==> src/rtl/dma_rd_engine.sv <==
// Host-memory DMA read engine: splits one read command into MRd TLPs bounded by max-read-request
// and 4 KB pages, tracks tags until completion. Define DMA_RD_TIMEOUT_EN for the drain timeout.
module dma_rd_engine #(
    parameter int unsigned DATA_WIDTH     = 256,
    parameter int unsigned NUM_TAGS       = 32,
    parameter int unsigned TAG_BASE       = 0,
    parameter int unsigned TIMEOUT_CYCLES = 65536
) (
    input  logic                  user_clk,
    input  logic                  user_reset_p,
    input  logic                  cmd_valid,
    output logic                  cmd_ready,
    input  logic [63:0]           cmd_addr,
    input  logic [15:0]           cmd_dw_len,
    input  logic [2:0]            cfg_max_read_req,
    output logic                  rq_valid,
    input  logic                  rq_ready,
    output logic [3:0]            rq_type,
    output logic [63:0]           rq_addr,
    output logic [10:0]           rq_payload_dw_count,
    output logic [7:0]            rq_tag,
    output logic [2:0]            rq_tc,
    output logic                  rq_payload_sop,
    output logic                  rq_payload_last,
    output logic [DATA_WIDTH-1:0] rq_payload,
    input  logic                  rc_valid,
    input  logic [7:0]            rc_tag,
    input  logic                  rc_request_completed,
    input  logic [3:0]            rc_err_code,
    output logic                  busy,
    output logic                  done,
    output logic                  err_cpl,
    output logic                  err_timeout,
    output logic [5:0]            outstanding
);

    typedef enum logic [2:0] {IDLE, CALC, ISSUE, DRAIN, DONE} state_t;
    state_t state, state_n;

    logic [63:0]         addr_q;
    logic [15:0]         remaining;
    logic [15:0]         rem_after;
    logic [7:0]          tag_idx;
    logic [NUM_TAGS-1:0] bitmap, bitmap_n;
    logic [2:0]          cfg_sat;
    logic [16:0]         maxdw, bnd, chunk;
    logic                have_free;
    logic [7:0]          free_idx;
    logic [7:0]          rc_rel;
    logic                free_hit;
    logic                accept, alloc, tmo_hit;
    logic [5:0]          pop;
    logic                unused_ok;

    assign rq_type         = 4'b0000;
    assign rq_tc           = '0;
    assign rq_payload_sop  = 1'b1;
    assign rq_payload_last = 1'b1;
    assign rq_payload      = '0;

    assign accept    = cmd_valid && cmd_ready;
    assign alloc     = rq_valid && rq_ready;
    assign rem_after = remaining - {5'd0, rq_payload_dw_count};
    assign rc_rel    = rc_tag - 8'(TAG_BASE);

    // Chunk = min(remaining, max read request, distance to the next 4 KB page).
    always_comb begin
        cfg_sat = (cfg_max_read_req > 3'd5) ? 3'd5 : cfg_max_read_req;
        maxdw   = 17'd32 << cfg_sat;
        bnd     = 17'd1024 - {7'd0, addr_q[11:2]};
        chunk   = {1'b0, remaining};
        if (maxdw < chunk) chunk = maxdw;
        if (bnd < chunk) chunk = bnd;
    end

    always_comb begin
        have_free = 1'b0;
        free_idx  = '0;
        for (int unsigned i = NUM_TAGS; i > 0; i--) begin
            if (!bitmap[i-1]) begin
                have_free = 1'b1;
                free_idx  = 8'(i - 1);
            end
        end
    end

    // Free only tags that are in range and actually busy; stale or foreign tags fall through.
    always_comb begin
        bitmap_n = bitmap;
        free_hit = 1'b0;
        for (int unsigned i = 0; i < NUM_TAGS; i++) begin
            if (alloc && tag_idx == 8'(i)) bitmap_n[i] = 1'b1;
            if (rc_valid && rc_request_completed && rc_rel == 8'(i) && bitmap[i]) begin
                bitmap_n[i] = 1'b0;
                free_hit    = 1'b1;
            end
        end
        if (tmo_hit) bitmap_n = '0;
        pop = '0;
        for (int unsigned i = 0; i < NUM_TAGS; i++) pop = pop + 6'(bitmap_n[i]);
    end

    always_ff @(posedge user_clk) begin
        if (user_reset_p) state <= IDLE;
        else              state <= state_n;
    end

    always_comb begin
        state_n   = state;
        cmd_ready = (state == IDLE);
        busy      = (state != IDLE);
        rq_valid  = (state == ISSUE);
        case (state)
            IDLE:  if (accept) state_n = (cmd_dw_len == 16'd0) ? DONE : CALC;
            CALC:  if (have_free) state_n = ISSUE;
            ISSUE: if (rq_ready) state_n = (rem_after == 16'd0) ? DRAIN : CALC;
            DRAIN: if (bitmap == '0 || tmo_hit) state_n = DONE;
            DONE:  state_n = IDLE;
            default: state_n = IDLE;
        endcase
    end

    always_ff @(posedge user_clk) begin
        if (user_reset_p) begin
            addr_q              <= '0;
            remaining           <= '0;
            tag_idx             <= '0;
            bitmap              <= '0;
            outstanding         <= '0;
            rq_addr             <= '0;
            rq_payload_dw_count <= '0;
            rq_tag              <= '0;
            done                <= 1'b0;
            err_cpl             <= 1'b0;
        end else begin
            done        <= (state == DONE);
            bitmap      <= bitmap_n;
            outstanding <= pop;
            if (accept) begin
                addr_q    <= {cmd_addr[63:2], 2'b00};
                remaining <= cmd_dw_len;
                err_cpl   <= 1'b0;
            end
            if (state == CALC && have_free) begin
                rq_addr             <= addr_q;
                rq_payload_dw_count <= chunk[10:0];
                tag_idx             <= free_idx;
                rq_tag              <= 8'(TAG_BASE) + free_idx;
            end
            if (alloc) begin
                addr_q    <= addr_q + {51'd0, rq_payload_dw_count, 2'b00};
                remaining <= rem_after;
            end
            if (rc_valid && rc_err_code != 4'd0) err_cpl <= 1'b1;
        end
    end

`ifdef DMA_RD_TIMEOUT_EN
    logic [31:0] tmo_cnt;

    assign tmo_hit   = (state == DRAIN) && (tmo_cnt == 32'(TIMEOUT_CYCLES - 1));
    assign unused_ok = ^cmd_addr[1:0];

    always_ff @(posedge user_clk) begin
        if (user_reset_p) begin
            tmo_cnt     <= '0;
            err_timeout <= 1'b0;
        end else begin
            if (accept)  err_timeout <= 1'b0;
            if (tmo_hit) err_timeout <= 1'b1;
            if ((state != DRAIN && state_n == DRAIN) || free_hit) tmo_cnt <= '0;
            else if (tmo_cnt != '1)                               tmo_cnt <= tmo_cnt + 32'd1;
        end
    end
`else
    assign tmo_hit     = 1'b0;
    assign err_timeout = 1'b0;
    assign unused_ok   = ^{cmd_addr[1:0], free_hit, 1'(TIMEOUT_CYCLES % 2)};
`endif

endmodule

==> config.mk <==
export PLATFORM = sky130hd
export DESIGN_NAME = dma_rd_engine
export DESIGN_NICKNAME = d
export VERILOG_FILES = /design/src/rtl/dma_rd_engine.sv
export SDC_FILE = /design/constraint.sdc
export NUM_CORES = 1
export LEC_CHECK = 0
export CORE_MARGIN = 3
export CORE_UTILIZATION = 25
export CTS_CLUSTER_SIZE = 20
export DETAILED_ROUTE_END_ITERATION = 10
export GPL_TIMING_DRIVEN = 0
export PLACE_DENSITY = 0.54
export SYNTH_ARGS = -nofsm -noshare
export SYNTH_HDL_FRONTEND = slang
export SYNTH_SLANG_ARGS = --single-unit
==> constraint.sdc <==
create_clock -name user_clk -period 7.2 [get_ports user_clk]
set_clock_uncertainty 0.05 [all_clocks]
set_input_delay 1.44 -clock user_clk [delete_from_list [all_inputs] [get_ports user_clk]]
set_output_delay 1.44 -clock user_clk [all_outputs]
set_load 0.01 [all_outputs]
==> flow_summary.toml <==
[run_status]
outcome = "completed"

[global_route]
grt.met3_usage_pct = 4.62
grt_antenna_before_repair = 3
grt_pass1_vias = 13400
grt_util_met1_pct = 24.1
grt_use_total_pct = 18.7
grt_first_pass_wirelength_um = 84300
grt.busiest_layer = "met2"
grtUsageMet2_pct = 30.8
overall_overflow_remaining_after_global_route = 0
grt_max_degree = 17

[cts]
clk_transition_reported_paths_ns = 0.08
worstSkewPairLatency_ns = 0.48
tritoncts.num_buffers = 17
h-tree-depth = 4
clock_tree.root_cell = "sky130_fd_sc_hd__clkbuf_16"
cts.hold.buffers_added = 0
clock_tree_from_tritoncts = "built"
cts_num_sinks = 199
buffer_depth_of_the_longest_clock_path = 2

[synth]
synth_async_sr_flop_share_pct = 0
yosys_most_used_dff = "sky130_fd_sc_hd__dfxtp_1"
synth_cell_types = 76
synth_enable_flop_cells = 0
synth-seq-cells = 199
synth_warnings = 0
syn_area_per_cell_um2 = 7.77
syn-cell-area_um2 = 13900
synth_seq_area_share_pct = 28.6
synthesis.instances = 1793

[placement]
port_buffers = 187
place_area_um2 = 17800
post-place-ws_ns = -1.26
finalWeightedCongestion = 0.886
place.detailed.hpwl_um = 45800

[final_layout]
register_area_um2 = 3980
final_net_count = 2450
layout-area-overhead-vs-synth_pct = 33.1
final_layout_size_suffix_gt1_share_pct = 16.2
post-route-cell-area_um2 = 18600
nFillCells = 5867
multi_input_comb_area_um2 = 8520

[floorplanning]
die-area_um2 = 58600
initial_utilization_pct = 25.6
placementRows = 85
io_pins = 461
die_x_extent_um = 242
core_region_area_um2 = 54500
floorplan_die_height_um = 242

[worst_setup_path]
worst_reg2reg_startpoint = "state[0]"
required_arrival_time_at_the_worst_endpoint_ns = 7.48
r2r_setup_slack_ns = 0.83
r2r_end = "outstanding[4]"
worst_setup_path_end_kind = "register"
critical_path_arrival_ns = 7.30
setup.worst_path.start_class = "input pin"
path_class = "in2reg"
critPathMaxFanout = 4
timing.reg2reg.worst_path_depth = 25

[routing]
wl_per_cell_um = 19.0
dr_total_vias = 14200
drtPass1Iterations = 8
detailedRoute.firstIterationViolations = 1168
detail_routed_via_count_per_cell = 4.67
ant_nets = 0
drt_drc_violations_left = 0
postRouteWirelength_um = 57400

[timing]
final.period_utilization_pct = 97.4
setup_ws_ns = 0.189
final.min_clock_period_ns = 7.01
fmax_mhz = 143
tightest_slew_ns = 1.14
report.final.hold_viol_count = 0
max-slew-margin-rel_pct = 24.2
max_slew_vio_count = 0
final-setup-viol-count = 0
rsz0062_at_grt = "no"

[hold_path]
hold_path_depth = 2
hold_path_end = "rq_addr[36]"
hp-class = "reg2reg"
worstHoldStart = "rq_addr[36]"

[power]
power_density_nw_per_um2 = 191
cellLeakagePower_nw = 7.73
design_power_total_w = 0.00354
vdd_ir_drop_max_mv = 0.168

[job]
drv_cap = 0
-- flip-flops by register name, indices dropped and copies added (netlist names) --
register,cells
addr_q,62
bitmap,32
done,1
err_cpl,1
outstanding,6
remaining,16
rq_addr,62
rq_payload_dw_count,11
state,3
tag_idx,5
-- layout by cell type, fill, tap and decap left out, drive strengths merged, types with 19 or more instances in the layout --
| cell type | count |
|---|---|
| nor3 | 46 |
| nand2 | 237 |
| conb | 272 |
| o21ai | 31 |
| and3 | 19 |
| a22oi | 25 |
| dfxtp | 199 |
| nand4 | 31 |
| buf | 290 |
| clkbuf | 84 |
| a21oi | 174 |
| nor2b | 23 |
| or3 | 19 |
| and2 | 32 |
| a31oi | 42 |
| nand3 | 35 |
| nor2 | 125 |
| ha | 47 |
| fa | 26 |
| inv | 72 |
| nor4 | 24 |
| clkdlybuf4s50 | 186 |
-- worst max-delay path by stage --
| stage | startpoint | slack [ns] | cells past startpoint | to |
|---|---|---|---|---|
| global placement | rq_ready | -1.22 | 22 | outstanding[4] |
| finish | rc_tag[7] | 0.19 | 24 | outstanding[4] |
| CTS | rq_ready | 0.01 | 22 | outstanding[4] |
| global route | rc_tag[7] | 0.001 | 22 | outstanding[4] |
| floorplan | rc_tag[5] | 0.49 | 21 | outstanding[4] |
| detailed placement | rq_ready | -1.26 | 22 | outstanding[4] |
-- per-stage QoR --
step	hold slack (ns)	TNS, ns	util (%)	std cells
6_report	0.405	0	34.1	3028
5_1_grt	0.423	0	34.1	3027
4_1_cts	0.410	0	33.9	3026
3_5_place_dp	0.400	-5.80	32.6	2989
3_3_place_gp	0.396	-5.68	32.6	2989
2_1_floorplan	0.380	0	-	2063
-- synthesized netlist by cell type (all sizes together), types with 6 or more instances --
master	number	share of area [%]
or4	9	0.51
nor2b	23	1.0
or3	19	0.92
nor3b	11	0.59
inv	70	1.9
nand4	31	1.6
nand3	35	1.3
a21o	13	0.70
a31o	13	0.82
mux2i	16	1.1
a22oi	25	1.3
clkbuf	67	1.8
o311ai	14	0.88
nor4	24	1.1
nor2	125	3.4
o21ai	31	1.1
a2111oi	6	0.47
dfxtp	199	29
or2	8	0.36
and3	19	0.92
o21a	9	0.48
o211ai	10	0.54
o31a	6	0.38
a221oi	6	0.38
nor3	46	1.7
a31oi	42	1.9
nand2b	7	0.31
buf	281	15
and2	32	1.4
fa	26	3.7
a211oi	10	0.54
xor2	8	0.50
a311oi	12	0.75
a21oi	174	6.2
xnor2	18	1.1
ha	47	4.2
nand2	237	6.4
-- layout make-up --
type,count,area share [%]
multi-input cells,1446,45.9
flip-flops and latches,199,21.5
plain buffers,347,12.5
repair buffers,195,10.5
well taps,739,4.98
clock buffers,19,2.39
inverters,70,1.42
clock inverters,12,0.816
diodes,1,0.0135
-- cells by family after synthesis --
kind of cell    after synthesis  share of synthesized area, %
flops                       199                          28.6
compound gates              410                          19.0
xor+xnor                     26                          1.63
other cells                   2                        0.0539
mux                          19                          1.39
buf+inv                     418                          18.6
simple gates                646                          22.8
fa+ha+maj                    73                          7.95
-- power by group --
group          switching (W)  internal, W  total (W)
logic               0.000718     0.000509    0.00123
clock network       0.000477     0.000555    0.00103
registers           0.000106      0.00118    0.00128
-- layer usage --
metal,up-vias,wire length (um)
met5,-,13
met4,2,1690
met3,93,4740
met2,670,26600
met1,6650,24400
li1,6739,-
-- timing repair --
action                     4_1_cts  5_1_grt
gates resized for setup         14       20
buffers inserted                 6        2
setup endpoints to repair        6        4
pin swaps                        3        8
-- critical path, cell delays in order --
cell	delay [ns]
sky130_fd_sc_hd__clkdlybuf4s50_1	0.44
sky130_fd_sc_hd__nor4b_4	0.35
sky130_fd_sc_hd__and3_4	0.27
sky130_fd_sc_hd__nand2_2	0.11
sky130_fd_sc_hd__nor3_4	0.23
sky130_fd_sc_hd__a21oi_2	0.10
sky130_fd_sc_hd__fa_1	0.55
sky130_fd_sc_hd__inv_1	0.07
sky130_fd_sc_hd__fa_1	0.52
sky130_fd_sc_hd__inv_1	0.05
sky130_fd_sc_hd__fa_1	0.47
sky130_fd_sc_hd__inv_1	0.06
sky130_fd_sc_hd__fa_1	0.55
sky130_fd_sc_hd__fa_1	0.45
sky130_fd_sc_hd__fa_1	0.50
sky130_fd_sc_hd__inv_1	0.05
sky130_fd_sc_hd__ha_2	0.19
sky130_fd_sc_hd__inv_1	0.07
sky130_fd_sc_hd__fa_2	0.21
sky130_fd_sc_hd__inv_1	0.04
sky130_fd_sc_hd__a21o_1	0.18
sky130_fd_sc_hd__a21oi_2	0.14
sky130_fd_sc_hd__xor2_1	0.17
sky130_fd_sc_hd__nor2_1	0.06
Power figures use the tool's default switching activity.
